==> src/rtl/sensor_scanner.sv <==
// Purpose : polls four height sensors over a shared sel/req/ack bus and publishes an atomic snapshot.
// Latency : a full scan takes at least 10 cycles; scans start no closer than SCAN_PERIOD cycles apart.
// Backpressure: none toward the consumer; a silent or stuck sensor is bounded by TIMEOUT and reported as 0 plus a fault bit.
module sensor_scanner #(
  parameter int SCAN_PERIOD = 1000,
  parameter int TIMEOUT     = 16
) (
  input  logic       clk,
  input  logic       rst,
  input  logic       en,
  output logic [1:0] sel,
  output logic       req,
  input  logic       ack,
  input  logic [7:0] data,
  output logic [7:0] sensor1,
  output logic [7:0] sensor2,
  output logic [7:0] sensor3,
  output logic [7:0] sensor4,
  output logic [3:0] fault,
  output logic       snap_valid,
  output logic       busy
);

  localparam int PW = $clog2(SCAN_PERIOD);
  localparam int TW = $clog2(TIMEOUT + 1);

  typedef enum logic [1:0] {IDLE, REQ, REL, PUB} state_t;

  state_t          state, state_nxt;
  logic [PW-1:0]   pcnt;
  logic [TW-1:0]   tcnt;
  logic [3:0][7:0] shadow;
  logic [3:0]      fault_sh;

  logic            tmo;
  logic            start;
  logic            cap;
  logic [7:0]      cap_dat;
  logic            cap_flt;
  logic            clr_t;
  logic            inc_t;
  logic            adv;

  assign tmo  = (tcnt == TW'(TIMEOUT - 1));
  assign busy = (state != IDLE);

  // State register
  always_ff @(posedge clk or posedge rst) begin
    if (rst) state <= IDLE;
    else     state <= state_nxt;
  end

  // Next state and per-cycle actions; ack wins over a coinciding timeout in both bus phases
  always_comb begin
    state_nxt = state;
    start     = 1'b0;
    cap       = 1'b0;
    cap_dat   = data;
    cap_flt   = 1'b0;
    clr_t     = 1'b0;
    inc_t     = 1'b0;
    adv       = 1'b0;
    unique case (state)
      IDLE: begin
        if (en && (pcnt == '0)) begin
          start     = 1'b1;
          clr_t     = 1'b1;
          state_nxt = REQ;
        end
      end
      REQ: begin
        if (ack) begin
          cap       = 1'b1;
          clr_t     = 1'b1;
          state_nxt = REL;
        end else if (tmo) begin
          cap       = 1'b1;
          cap_dat   = 8'h00;
          cap_flt   = 1'b1;
          clr_t     = 1'b1;
          state_nxt = REL;
        end else begin
          inc_t = 1'b1;
        end
      end
      REL: begin
        if (!ack || tmo) begin
          // ack still high at the deadline: the sensor never let go, so its earlier capture is discarded
          if (ack) begin
            cap     = 1'b1;
            cap_dat = 8'h00;
            cap_flt = 1'b1;
          end
          clr_t = 1'b1;
          if (sel == 2'd3) begin
            state_nxt = PUB;
          end else begin
            adv       = 1'b1;
            state_nxt = REQ;
          end
        end else begin
          inc_t = 1'b1;
        end
      end
      PUB: begin
        state_nxt = IDLE;
      end
      default: begin
        state_nxt = IDLE;
      end
    endcase
  end

  // Counters, bus drive and per-sensor shadow capture
  always_ff @(posedge clk or posedge rst) begin
    if (rst) begin
      pcnt     <= '0;
      tcnt     <= '0;
      sel      <= 2'd0;
      req      <= 1'b0;
      shadow   <= '0;
      fault_sh <= 4'h0;
    end else begin
      if (start)            pcnt <= PW'(SCAN_PERIOD - 1);
      else if (pcnt != '0)  pcnt <= pcnt - PW'(1);

      if (clr_t)      tcnt <= '0;
      else if (inc_t) tcnt <= tcnt + TW'(1);

      if (start)    sel <= 2'd0;
      else if (adv) sel <= sel + 2'd1;

      req <= (state_nxt == REQ);

      if (cap) begin
        shadow[sel]   <= cap_dat;
        fault_sh[sel] <= cap_flt;
      end
    end
  end

  // Publish: all four readings and faults move together, snap_valid marks the first cycle they are visible
  always_ff @(posedge clk or posedge rst) begin
    if (rst) begin
      sensor1    <= 8'h00;
      sensor2    <= 8'h00;
      sensor3    <= 8'h00;
      sensor4    <= 8'h00;
      fault      <= 4'h0;
      snap_valid <= 1'b0;
    end else begin
      snap_valid <= (state == PUB);
      if (state == PUB) begin
        sensor1 <= shadow[0];
        sensor2 <= shadow[1];
        sensor3 <= shadow[2];
        sensor4 <= shadow[3];
        fault   <= fault_sh;
      end
    end
  end

endmodule

==> config.mk <==
export PLATFORM = sky130hd
export DESIGN_NAME = sensor_scanner
export DESIGN_NICKNAME = d
export VERILOG_FILES = /design/src/rtl/sensor_scanner.sv
export SDC_FILE = /design/constraint.sdc
export NUM_CORES = 1
export LEC_CHECK = 0
export CAP_MARGIN = 20
export CELL_PAD_IN_SITES_DETAIL_PLACEMENT = 0
export CELL_PAD_IN_SITES_GLOBAL_PLACEMENT = 1
export CORE_AREA = 2 2 100 102
export CTS_BUF_LIST = sky130_fd_sc_hd__clkbuf_16
export CTS_CLUSTER_DIAMETER = 120
export DETAILED_ROUTE_END_ITERATION = 8
export DIE_AREA = 0 0 102 104
export PLACE_DENSITY_LB_ADDON = 0.1
export REMOVE_ABC_BUFFERS = 1
export SLEW_MARGIN = 20
export SYNTH_ARGS = -nofsm -noshare
export SYNTH_HDL_FRONTEND = slang
export SYNTH_SLANG_ARGS = --single-unit
==> constraint.sdc <==
create_clock -name clk -period 3.7 [get_ports clk]
set_clock_uncertainty 0.2 [all_clocks]
set_input_delay 0.74 -clock clk [delete_from_list [all_inputs] [get_ports clk]]
set_output_delay 0.74 -clock clk [all_outputs]
set_load 0.05 [all_outputs]
==> results.md, run 1 <==
* Outcome: finished, final reports clean
* VDD IR-drop max at 0.000191 V
* Number of synthesized flops with an enable pin at 0
* CTS tree: yes
* FF+latch count, synth at 93
* Synth cell count leaders: 93 x dfrtp_1, 46 x nand2_1, 37 x mux2_2
* Synth area leaders: dfrtp_1 57%, mux2_2 10%, nand2_1 4.2%
* Avg Inst Size Synth at 11.9 um^2
* Register area at 2330 um^2
* Sequential-to-total area share from yosys stat at 57.3%
* Critical Path Most Common Cell: inv_1
* Max-Slew Margin vs Limit at 29.5%
* RSZ-0062 raised after global routing: false
* Ys Warns at 0
* Post-synth top flop: dfrtp_1
* Gpl congestion at 0.776
* H-Tree Depth at 3
* Leading area contributor after synthesis: dfrtp_1
* Final Setup Violations at 0
* Gr usage total at 15.8%
* TNS Setup at 0 ns
* Area grow syn2layout at 23.8%
* Die Ht at 104 um
* WL per Instance at 14.5 um
* Final HPWL DP at 5060 um
* Placed inst area at 4710 um^2
* I/O pins at 53
* Finished Layout Cells at 533
* Worst EP arrival at 1.93 ns
* Layout cells sized above 1 at 19.5%
* Fill cell count at 882
* Crit path capture type: primary output
* Slew Limit Fails at 0
* Hold Buf Count CTS at 0
* Num CTS Buffers at 9
* Post-route ant nets at 0
* Skew-Pair Late Insertion Delay at 0.34 ns
* Antenna violations before repair at 0
* Drt drc at 0
* Avg Vias per Cell at 4.91
* Total power at 2030 uW
* WL final at 7710 um
* Die width at 102 um
* Input/output buffers at 52
* Tightest Pin Transition at 1.05 ns
* Post-route minimum period at 2.87 ns
* Mapped Area at 4060 um^2
* Via count at 2,617
* Initial Utilization at 42.6%
* Crit-path slowest cell: clkdlybuf4s50_1
* Worst min-delay path category: flip-flop to flip-flop
* DIE AREA at 10,600 um^2
* Most common cell in the synthesized netlist: dfrtp_1
* First-pass GRT wire length at 13,000 um
* Crit path kind: flip-flop to primary output
* Final period util at 77.6%
* Starting DRT DRC Count at 97
* Asr flop ratio synth at 100%
* Netlist cell types at 46
* PwrDens at 403 nW/um^2
* Resized cells post-CTS at 0
* Root Driver: clkbuf_16
* Clock Sinks at 93
* Total gr overflow at 0
* Final core occ at 52.7%
* CP max FO at 5
* Rows at 36
* F_max at 348 MHz
* Synth top area share at 57.3%
* Worst path required time at 2.76 ns
* Max Cap Viol at 0
* CTS clock-pin slew for the worst setup and hold paths at 0.07 ns
* Drt first pass iters at 6
* CORE AREA at 9550 um^2
* Cells after DPL at 517
* Max Root-Sink Buffers at 2
* Final Hold Vio Count at 0
* Vias in the first global route at 2,569
* Post-CTS setup buffers at 0
* Crit start category: flip-flop
* Number of nets in the layout at 420
* P_leak at 0.00231 uW
* Critical path's largest stage delay at 0.79 ns
* Antenna Cells at 0
* Cell-by-cell trace of the critical path: inv_1, ha_1, inv_1, clkdlybuf4s50_1
* Pin count of the biggest net entering global routing at 94
* Multi-input logic area at 1620 um^2
* Mapped Cells at 341
* Design area at 5030 um^2
[layout make-up]
| type | instances | share of cell area (%) |
|---|---|---|
| tap | 133 | 3.31 |
| timing repair buffer | 56 | 11.2 |
| sequential | 93 | 46.3 |
| clock buffer | 9 | 4.48 |
| inverter | 10 | 0.771 |
| clock inverter | 7 | 1.82 |
| multi-input combinational | 225 | 32.2 |
[placed cells by master (no fill, tap or decap), types with 2 or more instances in the layout]
cell type / instances
or3b_2: 7
ha_1: 12
o21a_1: 2
mux2i_1: 4
and3_1: 3
inv_6: 2
a211oi_1: 3
nor2b_1: 5
buf_4: 3
nor3_1: 3
inv_1: 9
dfrtp_1: 93
nand3_1: 6
mux2_2: 37
nor3b_2: 2
nand2b_1: 2
clkdlybuf4s50_1: 52
a31oi_1: 3
nor2_1: 13
xnor2_1: 6
nand2_1: 46
o21ai_1: 6
clkbuf_16: 9
nand3b_1: 2
a21oi_1: 5
o21ai_0: 32
a211o_1: 2
o211ai_2: 4
or3_1: 2
[sequential cells by signal (all words and copies together) (netlist names), 5 cells and up]
register and count:
shadow 32, pcnt 10, sensor1 8, sensor2 8, sensor3 8, sensor4 8, tcnt 5
[per-stage QoR]
stage                     hold WS [ns]  setup WS, ns
after detailed placement         0.265         0.692
after global placement           0.257         0.682
final                            0.276         0.827
after CTS                        0.281         0.810
after floorplan                  0.244         0.340
after global routing             0.294         0.638
[logic make-up (layout without fill, tap and decap cells)]
kind of cell,Yosys count,count (layout),share of synthesized area (%)
and+or+nand+nor,103,103,13.9
adders and majority gates,13,13,4.00
buffers and inverters,23,82,2.96
xor gates and xnor gates,7,7,1.51
AOI/OAI and AO/OA,61,61,9.14
DFF,93,93,57.3
muxes,41,41,11.2
[critical path: cells and delay by family (launching register included)]
family / cells / cell delay (ns)
buffers and inverters: 3 / 0.96
flip-flops: 1 / 0.41
adder cells (fa/ha/maj): 1 / 0.23
[per-layer routing]
layer	track usage, %	up-vias	routed length, um
met5	0	-	0
met4	4.48	0	61
met3	3.90	4	266
met2	23.6	45	3670
met1	22.8	1269	3710
li1	-	1299	-
[where the power goes]
part | total (uW) | switching (uW) | internal, uW
Sequential | 1020 | 0 | 1020
Combinational | 45.8 | 28.0 | 17.7
Clock | 966 | 425 | 541
[worst paths after layout]
check / from / endpoint / slack, ns / cells past startpoint
min in group asynchronous: rst / sensor3[7]$_DFFE_PP0P_ / 0.62 / 3
max in group asynchronous: rst / pcnt[0]$_DFFE_PP0P_ / 2.29 / 3
worst max-delay path: state[0]$_DFF_PP0_ / busy / 0.83 / 4
worst max register to register: tcnt[0]$_DFFE_PP0P_ / shadow[19]$_DFFE_PP0P_ / 0.90 / 7
worst min register to register: shadow[8]$_DFFE_PP0P_ / shadow[8]$_DFFE_PP0P_ / 0.28 / 2
worst min-delay path: shadow[8]$_DFFE_PP0P_ / shadow[8]$_DFFE_PP0P_ / 0.28 / 2
(Power assumes the default switching activity.)
==> run 2, diff against run 1 <==
- CORE_AREA: 2 2 100 102 -> 2 2 104 106
- DIE_AREA: 0 0 102 104 -> 0 0 106 108
- clock period: 3.7 -> 2.6 ns (I/O delays scaled with it)
==> results.md, run 2 (synthesis gave the netlist of run 1 again) <==
* Number of flip-flops under the largest register name at 32
* Root Driver: clkbuf_16
* Top delay family on crit path: compound AO/OA/AOI/OAI gates
* Antenna Cells at 0
* Clock Sinks at 93
* I/O pins at 53
* Num CTS Buffers at 9
* Area grow syn2layout at 25.2%
* Worst EP arrival at 2.38 ns
* Crit-path slowest cell: dfrtp_1
* Input/output buffers at 52
* Max-Slew Margin vs Limit at 63.2%
* Most frequent cells in the layout: 93 x dfrtp_1, 51 x clkdlybuf4s50_1, 46 x nand2_1
* Worst flop-to-flop path startpoint: tcnt[0]$_DFFE_PP0P_
* Sw Share at 23.1%
* Hold Buf Count CTS at 0
* Outcome: finished, final reports clean
* Post-route ant nets at 0
* Sequential Power Share at 51.8%
* Slew Limit Fails at 0
* Drt first pass iters at 4
* M1 WL at 3990 um
* Starting DRT DRC Count at 92
* H-Tree Depth at 3
* Combinational share of power at 2.4%
* Gpl congestion at 0.717
* Max Root-Sink Buffers at 2
* Sw Pwr at 645 uW
* Top sig layer: met4
* Worst path required time at 2.61 ns
* WL final at 7930 um
* Final Hold Vio Count at 0
* Total power at 2790 uW
* Skew-Pair Late Insertion Delay at 0.34 ns
* Pin count of the biggest net entering global routing at 94
* Dpl ws at 0.0204 ns
* RSZ-0062 raised after global routing: false
* WL per Instance at 14.5 um
* Initial Utilization at 39.7%
* Worst min-delay path category: flip-flop to flip-flop
* DIE AREA at 11,400 um^2
* Die Ht at 108 um
* First-pass GRT wire length at 13,800 um
* Via count at 2,620
* Cell-by-cell trace of the critical path: ha_1, and3_1, ha_1, buf_4, o21a_1, o211ai_2, buf_4, o21ai_0
* Crit path kind: flip-flop to flip-flop
* Met2 wire length at 3570 um
* Total gr overflow at 0
* Layout cells sized above 1 at 22.2%
* Die width at 106 um
* Avg Vias per Cell at 4.80
* CTS clock-pin slew for the worst setup and hold paths at 0.08 ns
* Resized cells post-CTS at 0
* CP max FO at 18
* Rows at 37
* Routed wl met3 at 258 um
* Antenna violations before repair at 0
* Drt drc at 0
* CORE AREA at 10,200 um^2
* WP buf/inv at 2
* F_max at 421 MHz
* Most common cell after layout, fill and taps aside: dfrtp_1
* Post-CTS setup buffers at 0
* Worst setup margin at 0.227 ns
* Final HPWL DP at 5400 um
* Worst hold start: shadow[16]$_DFFE_PP0P_
* CTS tree: yes
* Clk network pwr share at 45.7%
* Post-route minimum period at 2.37 ns
* Critical path's largest stage delay at 0.40 ns
* Int Power at 2140 uW
* Vias in the first global route at 2,714
* Crit start category: flip-flop
* Top reg by flops: shadow
* Gr usage total at 15.4%
* Crit path launch: tcnt[0]$_DFFE_PP0P_
* P_leak at 0.00235 uW
* PwrDens at 548 nW/um^2
* Final Setup Violations at 0
* VDD IR-drop max at 0.000309 V
* TNS Setup at 0 ns
* Final period util at 91.3%
* Tightest Pin Transition at 0.549 ns
* Number of nets in the layout at 430
* Crit path capture type: flip-flop
* Top Registers: shadow x32, pcnt x10
* Max Cap Viol at 0
-- run 2: power by group through the flow --
| stage | Clock (uW) | Combinational, uW | Sequential [uW] |
|---|---|---|---|
| after floorplan | 0 | 33.0 | 1470 |
| after global placement | 0 | 70.9 | 1470 |
| after detailed placement | 0 | 70.8 | 1470 |
| after CTS | 1320 | 71.2 | 1450 |
| after global routing | 1380 | 78.5 | 1440 |
| final | 1280 | 67.8 | 1450 |
-- run 2: layer usage --
metal / global-route usage (%) / up-vias
met5: 0 / -
met4: 5.92 / 0
met3: 2.41 / 11
met2: 23.9 / 52
met1: 21.9 / 1240
li1: - / 1317
-- run 2: worst paths after layout --
path,slack [ns],endpoint,cells after the start
max,0.23,shadow[5]$_DFFE_PP0P_,8
min,0.28,shadow[16]$_DFFE_PP0P_,2
max reg2reg,0.23,shadow[5]$_DFFE_PP0P_,8
min reg2reg,0.28,shadow[16]$_DFFE_PP0P_,2
max in group asynchronous,1.43,tcnt[0]$_DFFE_PP0P_,3
min in group asynchronous,0.41,sensor4[3]$_DFFE_PP0P_,3
-- run 2: cell type report --
type / count / area [um^2]
well taps: 136 / 170
clock inverters: 7 / 61.3
clock buffers: 9 / 225
multi-input cells: 225 / 1630
fillers: 927 / 5140
repair buffers: 66 / 636
inverters: 10 / 38.8
flip-flops and latches: 93 / 2330
-- run 2: stage by stage --
stage	cells	instance area (um^2)	utilization (%)	hold WS, ns
6_report	546	5090	49.7	0.279
5_1_grt	546	5090	49.7	0.308
2_1_floorplan	328	3980	-	0.244
3_5_place_dp	530	4790	46.8	0.267
3_3_place_gp	530	4790	46.8	0.262
4_1_cts	546	5080	49.6	0.285
-- run 2: worst register-to-register path: stages (launching register included) --
cell,delay (ns)
dfrtp_1,0.40
ha_1,0.21
and3_1,0.18
ha_1,0.28
buf_4,0.18
o21a_1,0.23
o211ai_2,0.18
buf_4,0.25
o21ai_0,0.14
==> run 3, diff against run 2 <==
- SKIP_LAST_GASP: unset -> 1
==> results of run 3 <==
Same layout as run 2: the final DEF is identical, and so are final timing and power.
